[config.mk]
export PLATFORM = sky130hd
export DESIGN_NAME = clk_mon_n
export DESIGN_NICKNAME = d
export VERILOG_FILES = /design/src/rtl/clk_mon_pkg.sv /design/src/rtl/clk_mon_ch.sv /design/src/rtl/clk_mon_n.sv
export SDC_FILE = /design/constraint.sdc
export NUM_CORES = 1
export LEC_CHECK = 0
export ABC_AREA = 1
export CAP_MARGIN = 15
export CORE_ASPECT_RATIO = 1.75
export CORE_MARGIN = 2
export CORE_UTILIZATION = 52
export DETAILED_ROUTE_END_ITERATION = 6
export PLACE_DENSITY = 0.76
export SYNTH_ARGS = -nofsm -noshare
export SYNTH_HDL_FRONTEND = slang
export SYNTH_SLANG_ARGS = --single-unit
[constraint.sdc]
create_clock -name clk -period 3.9 [get_ports clk]
set_input_delay 0.78 -clock clk [delete_from_list [all_inputs] [get_ports clk]]
set_output_delay 0.78 -clock clk [all_outputs]
set_load 0.01 [all_outputs]
[src/rtl/clk_mon_pkg.sv]
// Shared definitions for the clock frequency monitor: per-channel FSM
// states, synchroniser depth and the bad-window streak counter width.
package clk_mon_pkg;

  typedef enum logic [1:0] {
    IDLE  = 2'd0,
    ARM   = 2'd1,
    RUN   = 2'd2,
    FAULT = 2'd3
  } mon_state_t;

  // Flops between the asynchronous monitored clock and the edge detector.
  localparam int SYNC_STAGES = 2;

  // Width of the consecutive-bad-window counter (FAIL_CNT is 1..15).
  localparam int FCW = 4;

endpackage

[src/rtl/clk_mon_ch.sv]
// One monitored-clock channel: synchroniser, saturating edge counter,
// window compare, bad-window streak, channel FSM and sticky fault flop.
// Build option: CLK_MON_OVERFREQ_EN adds the upper (hi_th) compare; without
// it only under-frequency is judged and hi_th is left unconnected inside.
module clk_mon_ch
  import clk_mon_pkg::*;
#(
  parameter int CW       = 9,
  parameter int FAIL_CNT = 2
) (
  input  logic          clk,
  input  logic          rst_n,
  input  logic          mon_clk,
  input  logic          en,
  input  logic [CW-1:0] lo_th,
  input  logic [CW-1:0] hi_th,
  input  logic          clr,
  input  logic          win_end,
  output logic [CW-1:0] cnt_out,
  output logic          fault,
  output mon_state_t    state
);

  localparam logic [CW-1:0]  CNT_MAX = '1;
  localparam logic [FCW-1:0] STK_MAX = '1;
  localparam logic [FCW-1:0] FAIL_TH = FCW'(FAIL_CNT);

  logic [SYNC_STAGES-1:0] sync_q;
  logic                   hist_q;
  logic                   rise;
  logic [CW-1:0]          edge_q;
  logic [CW-1:0]          total;
  logic                   bad;
  logic [FCW-1:0]         streak_q;
  logic [FCW-1:0]         streak_inc;
  logic                   fault_q;
  mon_state_t             state_q;
  mon_state_t             state_d;

  // Bring mon_clk into the clk domain and keep one history bit for edge detect.
  always_ff @(posedge clk) begin
    if (!rst_n) begin
      sync_q <= '0;
      hist_q <= 1'b0;
    end else begin
      sync_q <= {sync_q[SYNC_STAGES-2:0], mon_clk};
      hist_q <= sync_q[SYNC_STAGES-1];
    end
  end

  assign rise = sync_q[SYNC_STAGES-1] & ~hist_q;

  // Running total including an edge seen this cycle, saturating at all-ones.
  always_comb begin
    total = edge_q;
    if (rise && (edge_q != CNT_MAX)) total = edge_q + CW'(1);
  end

`ifdef CLK_MON_OVERFREQ_EN
  // Window is bad when the edge total falls outside [lo_th, hi_th].
  always_comb begin
    bad = (total < lo_th) || (total > hi_th);
  end
`else
  logic unused_hi_th;
  assign unused_hi_th = ^hi_th;

  // Window is bad when the edge total is below lo_th.
  always_comb begin
    bad = (total < lo_th);
  end
`endif

  assign streak_inc = (streak_q == STK_MAX) ? streak_q : streak_q + FCW'(1);

  // Channel FSM next state; FAULT is sticky and only clr leaves it.
  always_comb begin
    state_d = state_q;
    case (state_q)
      IDLE:  if (en) state_d = ARM;
      ARM: begin
        if (!en)          state_d = IDLE;
        else if (win_end) state_d = RUN;
      end
      RUN: begin
        if (!en) state_d = IDLE;
        else if (win_end && bad && (streak_inc >= FAIL_TH)) state_d = FAULT;
      end
      FAULT: if (clr) state_d = en ? ARM : IDLE;
      default: state_d = IDLE;
    endcase
  end

  // State, edge counter, latched window count, streak and fault registers.
  always_ff @(posedge clk) begin
    if (!rst_n) begin
      state_q  <= IDLE;
      edge_q   <= '0;
      cnt_out  <= '0;
      streak_q <= '0;
      fault_q  <= 1'b0;
    end else begin
      state_q <= state_d;
      fault_q <= (state_d == FAULT);

      if (state_q == IDLE || win_end) edge_q <= '0;
      else                            edge_q <= total;

      if (win_end) cnt_out <= (state_q == IDLE) ? '0 : total;

      if (state_q != RUN)  streak_q <= '0;
      else if (win_end)    streak_q <= bad ? streak_inc : '0;
    end
  end

  assign fault = fault_q;
  assign state = state_q;

endmodule

[src/rtl/clk_mon_n.sv]
// N-channel clock frequency monitor top: shared free-running window counter,
// per-channel monitors, count-valid pulse, fault OR and fail-safe reset.
// Build option: CLK_MON_OVERFREQ_EN enables the over-frequency (hi_th) check.
// cnt_vld is a one-cycle valid pulse with no ready: the consumer must take
// cnt_out in the cycle cnt_vld is high; there is no backpressure.
module clk_mon_n
  import clk_mon_pkg::*;
#(
  parameter int NCH      = 2,
  parameter int CW       = 9,
  parameter int WIN_LOG2 = 8,
  parameter int FAIL_CNT = 2,
  parameter int SELW     = (NCH > 1) ? $clog2(NCH) : 1
) (
  input  logic              clk,
  input  logic              rst_n,
  input  logic [NCH-1:0]    mon_clk,
  input  logic [NCH-1:0]    en,
  input  logic [NCH*CW-1:0] lo_th,
  input  logic [NCH*CW-1:0] hi_th,
  input  logic [NCH-1:0]    clr,
  input  logic [SELW-1:0]   sel,
  output logic [NCH*CW-1:0] cnt_out,
  output logic              cnt_vld,
  output logic [NCH-1:0]    fault,
  output logic              fault_irq,
  output logic              fs_rst_n
);

  logic [WIN_LOG2-1:0] win_q;
  logic                win_end;
  logic                fault_sel;

  // Per-channel FSM state, kept visible for probing; not used by logic here.
  mon_state_t          dbg_state_unused [NCH];

  // Free-running window counter shared by every channel.
  always_ff @(posedge clk) begin
    if (!rst_n) win_q <= '0;
    else        win_q <= win_q + WIN_LOG2'(1);
  end

  assign win_end = &win_q;

  // cnt_out is latched on the window-end edge, so flag it one cycle later.
  always_ff @(posedge clk) begin
    if (!rst_n) cnt_vld <= 1'b0;
    else        cnt_vld <= win_end;
  end

  for (genvar i = 0; i < NCH; i++) begin : g_ch
    clk_mon_ch #(
      .CW       (CW),
      .FAIL_CNT (FAIL_CNT)
    ) u_ch (
      .clk     (clk),
      .rst_n   (rst_n),
      .mon_clk (mon_clk[i]),
      .en      (en[i]),
      .lo_th   (lo_th[i*CW +: CW]),
      .hi_th   (hi_th[i*CW +: CW]),
      .clr     (clr[i]),
      .win_end (win_end),
      .cnt_out (cnt_out[i*CW +: CW]),
      .fault   (fault[i]),
      .state   (dbg_state_unused[i])
    );
  end

  assign fault_irq = |fault;

  // An out-of-range sel never selects a faulted channel.
  assign fault_sel = (32'(sel) < NCH) ? fault[sel] : 1'b0;

  // Fail-safe reset for the clock currently in use, registered.
  always_ff @(posedge clk) begin
    if (!rst_n) fs_rst_n <= 1'b1;
    else        fs_rst_n <= ~fault_sel;
  end

endmodule

Word level (Yosys, flattened, before mapping) --
Index checks and enable logic that the tools add are counted.
Storage, ports and cells: bits in registers 66, input bits 45, output and inout port bits 23, word-level logic and storage cells 89
Operators by class: add/subtract/negate cells 5, magnitude comparators 5, eq/ne operators 14, muxes and demuxes 26, bitwise logic cells 6, reduce and logical (&&, ||, !) cells 16
Operator list (count):
- 9-bit two-way mux | 4
- 2-bit two-way mux | 12
- 9-bit by 1-bit adder with 9-bit output, second input constant | 2
- 9-bit < comparator | 2
- 9-bit inequality test, second input constant | 2
- 4-bit two-way mux | 4
- 2-bit one-hot mux with 4 select lines | 2
- 2-bit equality test, second input constant | 6
- 2-bit OR reduction | 5
- 4-bit by 1-bit adder with 4-bit output, second input constant | 2
- 8-bit by 1-bit adder with 8-bit output, second input constant | 1
- 4-bit equality test, second input constant | 2
- 4-bit by 2-bit >= comparator with 1-bit output, second input constant | 2
- 8-bit AND reduction | 1
- 1-bit logical AND | 6
- 2-bit by 1-bit equality test with 1-bit output, second input constant | 2
- 2-bit zero test | 2
- 1-bit two-way mux | 4
- 2-bit inequality test, second input constant | 2
- 1-bit inverter | 4
- 1-bit bitwise AND | 2
- 1-bit logical OR | 2
- 1-bit by 2-bit < comparator with 1-bit output, second input constant | 1

Depth between registers and ports, before layout --
depth in word-level cells 11, mapped depth 26, gate-level depth less buffers 26

Hierarchy --
A second synthesis with hierarchy kept.
Unflattened totals: cell total of the unflattened synthesis 476, area, all modules 3425.8 um^2
Modules (own cells, without submodules):
- clk_mon_ch at g_ch[0].u_ch | instances 1, cells an instance 212, area each 1514.0 um^2, seq. area each 560.5 um^2
- clk_mon_ch at g_ch[1].u_ch | instances 1, cells an instance 209, area each 1493.9 um^2, seq. area each 560.5 um^2
- clk_mon_n | instances 1, cells an instance 55, area each 417.9 um^2, seq. area each 200.2 um^2

Least setup slack after synthesis --
No wires, ideal clock.
path type register -> register, from register g_ch[1].u_ch.edge_q[0], to register g_ch[1].u_ch.state_q[0], data arrival time 2.692 ns, required time 3.844 ns, slack 1.153 ns, stages on the path, launching flop included 23, path buffers 0, clock period less this slack 2.747 ns, path through dfxtp_1 -> ha_1 -> nand3_1 -> nor4_1 -> ha_1 -> inv_1 -> nand3_1 -> inv_1 -> or2_2 -> o21ai_0 -> inv_1 -> ha_1 -> nand2_1 -> inv_1 -> nand2_1 -> nand2_1 -> nor2_1 -> nand2_1 -> nor2_2 -> nand2_1 -> nand3_1 -> nand2_1 -> inv_1
Between the ends: longest elaborated chain between the ends 9, elaborated cells on any way between the ends 10
Ends and longest elaborated chain:
- from (decl) | line clk_mon_ch.sv:31 | logic [CW-1:0] edge_q;
- from (signal assigned) | line clk_mon_ch.sv:107 | else edge_q <= total;
- branches (longest 2 deep; another with 9-bit by 1-bit adder with 9-bit output)
- 9-bit two-way mux (*) | line clk_mon_ch.sv:56 | if (rise && (edge_q != CNT_MAX)) total = edge_q + CW'(1);
- via g_ch[1].u_ch.total[8] | line clk_mon_ch.sv:32 | logic [CW-1:0] total;
- 9-bit < comparator (*) | line clk_mon_ch.sv:70 | bad = (total < lo_th);
- 1-bit logical AND (*) (2 in a row) | line clk_mon_ch.sv:87 | else if (win_end && bad && (streak_inc >= FAIL_TH)) state_d = FAULT;
- 2-bit two-way mux (*) | line clk_mon_ch.sv:87
- 2-bit two-way mux (*) | line clk_mon_ch.sv:86 | if (!en) state_d = IDLE;
- 2-bit one-hot mux with 4 select lines (*) | line clk_mon_ch.sv:79 | case (state_q)
- to (signal assigned) | line clk_mon_ch.sv:103 | state_q <= state_d;
- to (decl) | line clk_mon_ch.sv:37 | mon_state_t state_q;
Mark *: on every way through the listed nets, which the timed path passes. A chain may end at the register's enable or synchronous reset.

Worst setup path after layout --
Same ends and word-level chain as after synthesis.

==> results.txt <==
Input and output buffers added on the ports amount to 49. In the synthesized netlist, mux cells make up 0% of the area. Fraction of the mapped netlist area in adder cells: 9.091%. STA classifies the critical path startpoint as a flip-flop. The run finished with clean final reports. The transition time at the pin with the least slew margin works out to 0.5503 ns. The run gives 39 as the placement row count. The cell that appears most often on the critical path is sky130_fd_sc_hd__nand2_1.

The worst pin sits at a relative slew slack of 63.26%. Data on the critical path arrives at its endpoint at 3.59 ns. Number of remaining DRC errors: 0. The final clock period utilization by the worst path was 84.67%; the worst slack after detailed placement was 0.6845 ns. Worst hold path class: reg2reg. The worst hold slack across all endpoints was 0.4116 ns. The synthesized design spends more area on one cell type than any other, namely sky130_fd_sc_hd__dfxtp_1.

Using the TritonRoute via totals, the vias-per-cell ratio works out to 5.042. Of all nets on the critical path, the largest fanout is 7. The final weighted congestion in routability-driven placement is 0.8620, and the proportion of synthesized chip area in sequential cells is 38.40%. In this run the post-CTS setup repair buffer count came out at 0. After clock tree synthesis, the clock-pin slew on the worst setup and hold paths is 0.05 ns. The tools report the insertion delay of the later-clocked pin in the worst-skew pair as 0.34 ns.

In the final layout, the multi-input gates occupy 1745 sq um. The signal on the critical path passes through ha_1, nand3_1, nor4_1, ha_1, inv_1, nand3_1, inv_1, or2_2, o21ai_0, inv_1, ha_1, nand2_1, inv_1, nand2_1, nand2_1, nor2_1, nand2_1, nor2_2, nand2_1, nand3_1, nand2_1, inv_1. The logs give 7.674 mm for the final wirelength and 0 for the number of setup violations in the final report.

The critical path class is reg2reg. For the sum of net half-perimeters after detailed placement, the log shows 5.719 mm. The reported max-cap violation count came out at 0. The logs give 5.5% for the combinational fraction of design power and 0 ns for the setup total negative slack.

The logs give 0 for the number of max-slew violations in the final report and 569 for the post-synthesis net count. The routed layout has 3222 vias. The synthesized netlist occupies a cell area of 3441 sq um. Each instance of the synthesized netlist takes up on average 6.895 sq um. Registers take 1321 sq um. Synthesis inferred 66 register bits. The count of nets left with antenna violations once routing finished came out at 0.

The number of buffers added by the clock tree synthesis step is 9, and the switching power is 0.3292 mW. The top-area cell type share of the netlist area is 38.40%. The worst-case vdd ir drop was 0.0002542 V; the proportion of total power due to net switching was 20.80%.

The clock tree synthesis step divided the H-tree into 3 levels. The via count of the first global-routing pass was 3135. The synthesized netlist contains 30 unique library cells. After layout, the minimum clock period comes to 3.302 ns. The area of the placeable core was 6490 sq um. The clock arrives with 0.005987 ns of skew.

The run gives 12.89 mm as the wire length of the first global-routing pass. After global routing the overflow that remains totals 0. The area enclosed by the die boundary is 7309 sq um. Compared with the post-synthesis result, the final layout area differs by 24.98%.

Setup slack on the critical path of the routed design comes to 0.5979 ns. Dividing total power by cell area gives a power density of 368.0 nW/um^2. Once layout is complete, the cells apart from fillers number 639.

The count of endpoints failing hold in the final timing report was 0. In this design, the stage delay of the slowest critical-path cell is 0.36 ns. After filler insertion, the fill cell instance count of the layout stands at 587. The tools report the global routing usage summed across all routing layers as 22.86%. For this design the static power due to leakage is 1.954 nW. The tree built by TritonCTS fans out to 66 sinks.

The number of standard cells after synthesis was 499. In the final design database the tool counted 622 nets. The maximum number of pins on one net before global-route repair was 37; the fraction of the mapped netlist area in compound gates was 8.982%.

The fraction of final layout cells with drive strength greater than 1 is 5.566%, and the effective utilization at floorplan is 53.02%. Post-CTS repair changed the size of 0 cells. 68 I/O pins were placed. At the end of the flow the core is filled with cells to 66.26%. The routed length per placed instance is 12.01 um, and the vertical die dimension is 111.6 um.

STA classifies the critical path endpoint as a flip-flop. Clock tree synthesis selected as its root buffer the cell sky130_fd_sc_hd__clkbuf_16. In this run, flip-flops and latches consume 43.5% of the power. For the number of antenna violations at the first check in global routing, the log shows 0. Dominant combinational cell family by area after synthesis: simple AND/OR/NAND/NOR gates. TritonCTS built the clock tree.

The synthesized netlist devotes 29.60% of its cell area to simple gates. The master of the slowest instance on the critical path is sky130_fd_sc_hd__dfxtp_1. 0 antenna diodes ended up in the layout.

In this run the horizontal extent of the chip is 65.49 um. The warning count from the yosys run is 0. Timing would allow up to 0.3028 GHz. The area share of xor/xnor cells in the synthesized design came out at 3.055%. Sorting the synthesized cells by area gives the leading types as sky130_fd_sc_hd__dfxtp_1 38%, sky130_fd_sc_hd__nand2_1 15%, sky130_fd_sc_hd__inv_1 9.5%. Setup repair after global routing left no endpoint under its margin. For the worst setup path, the data required time is 4.18 ns. The internal power is 1.253 mW, and the number of cells in the design after placement is 623. In this run, the clock network consumes 51.0% of the power. The deepest clock path buffer count came out at 2. The count of hold-fix buffers inserted at cts came out at 0.

The run gives 4 as the first-pass detailed-route iteration total. The detailed router finished its first iteration with 165 violations.
==> state kept, by name, indices dropped and copies added (netlist names) <==
| register | flops |
|---|---|
| g_ch.u_ch.streak_q | 8 |
| win_q | 8 |
| cnt_vld | 1 |
| g_ch.u_ch.fault | 2 |
| g_ch.u_ch.edge_q | 18 |
| g_ch.u_ch.sync_q | 4 |
| g_ch.u_ch.hist_q | 2 |
| g_ch.u_ch.cnt_out | 18 |
| g_ch.u_ch.state | 4 |
| fs_rst_n | 1 |
==> cell type report <==
type | instances | area share, %
Sequential cell | 66 | 30.72
Clock inverter | 2 | 0.8147
Inverter | 89 | 7.768
Timing Repair Buffer | 50 | 11.58
Multi-Input combinational cell | 336 | 40.59
Tap cell | 82 | 2.386
Clock buffer | 14 | 6.139
==> metal layers <==
| metal | wire length, um | global-route usage [%] | vias to the layer above |
|---|---|---|---|
| met5 | 0 | 0 | - |
| met2 | 4353 | 44.49 | 71 |
| met1 | 2825 | 20.56 | 1472 |
| li1 | - | - | 1660 |
| met4 | 223 | 12.08 | 0 |
| met3 | 272 | 5.354 | 19 |
==> cells in the final DEF, fill, tap and decap left out, drive strengths merged <==
master and count:
and3 1, nor2 56, buf 1, inv 89
or2 3, ha 25, a22oi 2, a31o 1
o21a 1, a21oi 39, a211oi 1, clkbuf 14
nand2 142, bufinv 1, clkdlybuf4s50 49, nor4 1
nand4 4, and2 1, clkinv 1, xnor2 1
nor3 5, nand3 28, xor2 11, o21ai 12
dfxtp 66, o211ai 2
==> synthesized netlist by cell type, drive strengths merged <==
cell type / count
nand2: 142
inv: 89
dfxtp: 66
nor2: 56
a21oi: 39
nand3: 28
ha: 25
o21ai: 12
xor2: 11
buf: 5
nor3: 5
nand4: 4
clkbuf: 3
or2: 3
a22oi: 2
o211ai: 2
a211oi: 1
a31o: 1
and2: 1
and3: 1
nor4: 1
o21a: 1
xnor2: 1
==> logic make-up (layout without fill, tap and decap cells) <==
kind of cell | Yosys count | in the layout
and+or+nand+nor | 241 | 241
buffers and inverters | 97 | 155
DFF | 66 | 66
AOI/OAI and AO/OA | 58 | 58
adders and majority gates | 25 | 25
xor gates and xnor gates | 12 | 12
==> power by group through the flow <==
| stage | logic, mW | registers (mW) | clock network [mW] |
|---|---|---|---|
| final | 0.0872 | 0.689 | 0.807 |
| after global routing | 0.0985 | 0.689 | 0.840 |
| after CTS | 0.0882 | 0.689 | 0.819 |
| after detailed placement | 0.0872 | 0.703 | 0 |
| after global placement | 0.0849 | 0.702 | 0 |
| after floorplan | 0.0454 | 0.702 | 0 |
==> path summary, 6_finish.rpt <==
check,from,to,slack (ns),cells after the start
min,g_ch[0].u_ch.sync_q[0],g_ch[0].u_ch.sync_q[1],0.41,2
max,g_ch[1].u_ch.edge_q[0],g_ch[1].u_ch.state[0],0.60,22
min reg2reg,g_ch[0].u_ch.sync_q[0],g_ch[0].u_ch.sync_q[1],0.41,2
max reg2reg,g_ch[1].u_ch.edge_q[0],g_ch[1].u_ch.state[0],0.60,22
==> per-stage QoR <==
stage	total power, mW	instance area (sq um)
after floorplan	0.7472	3441
after global placement	0.7870	4001
after detailed placement	0.7900	4001
after CTS	1.596	4300
after global routing	1.628	4300
final	1.583	4300
==> worst max-delay path: cells and delay by family, from the launching register on <==
family	cells	cell delay, ns
AND/OR/NAND/NOR	13	1.63
adder cells (fa/ha/maj)	3	0.73
buffers and inverters	5	0.42
AO/OA/AOI/OAI	1	0.14
flip-flops	1	0.36
(Power assumes the default switching activity.)
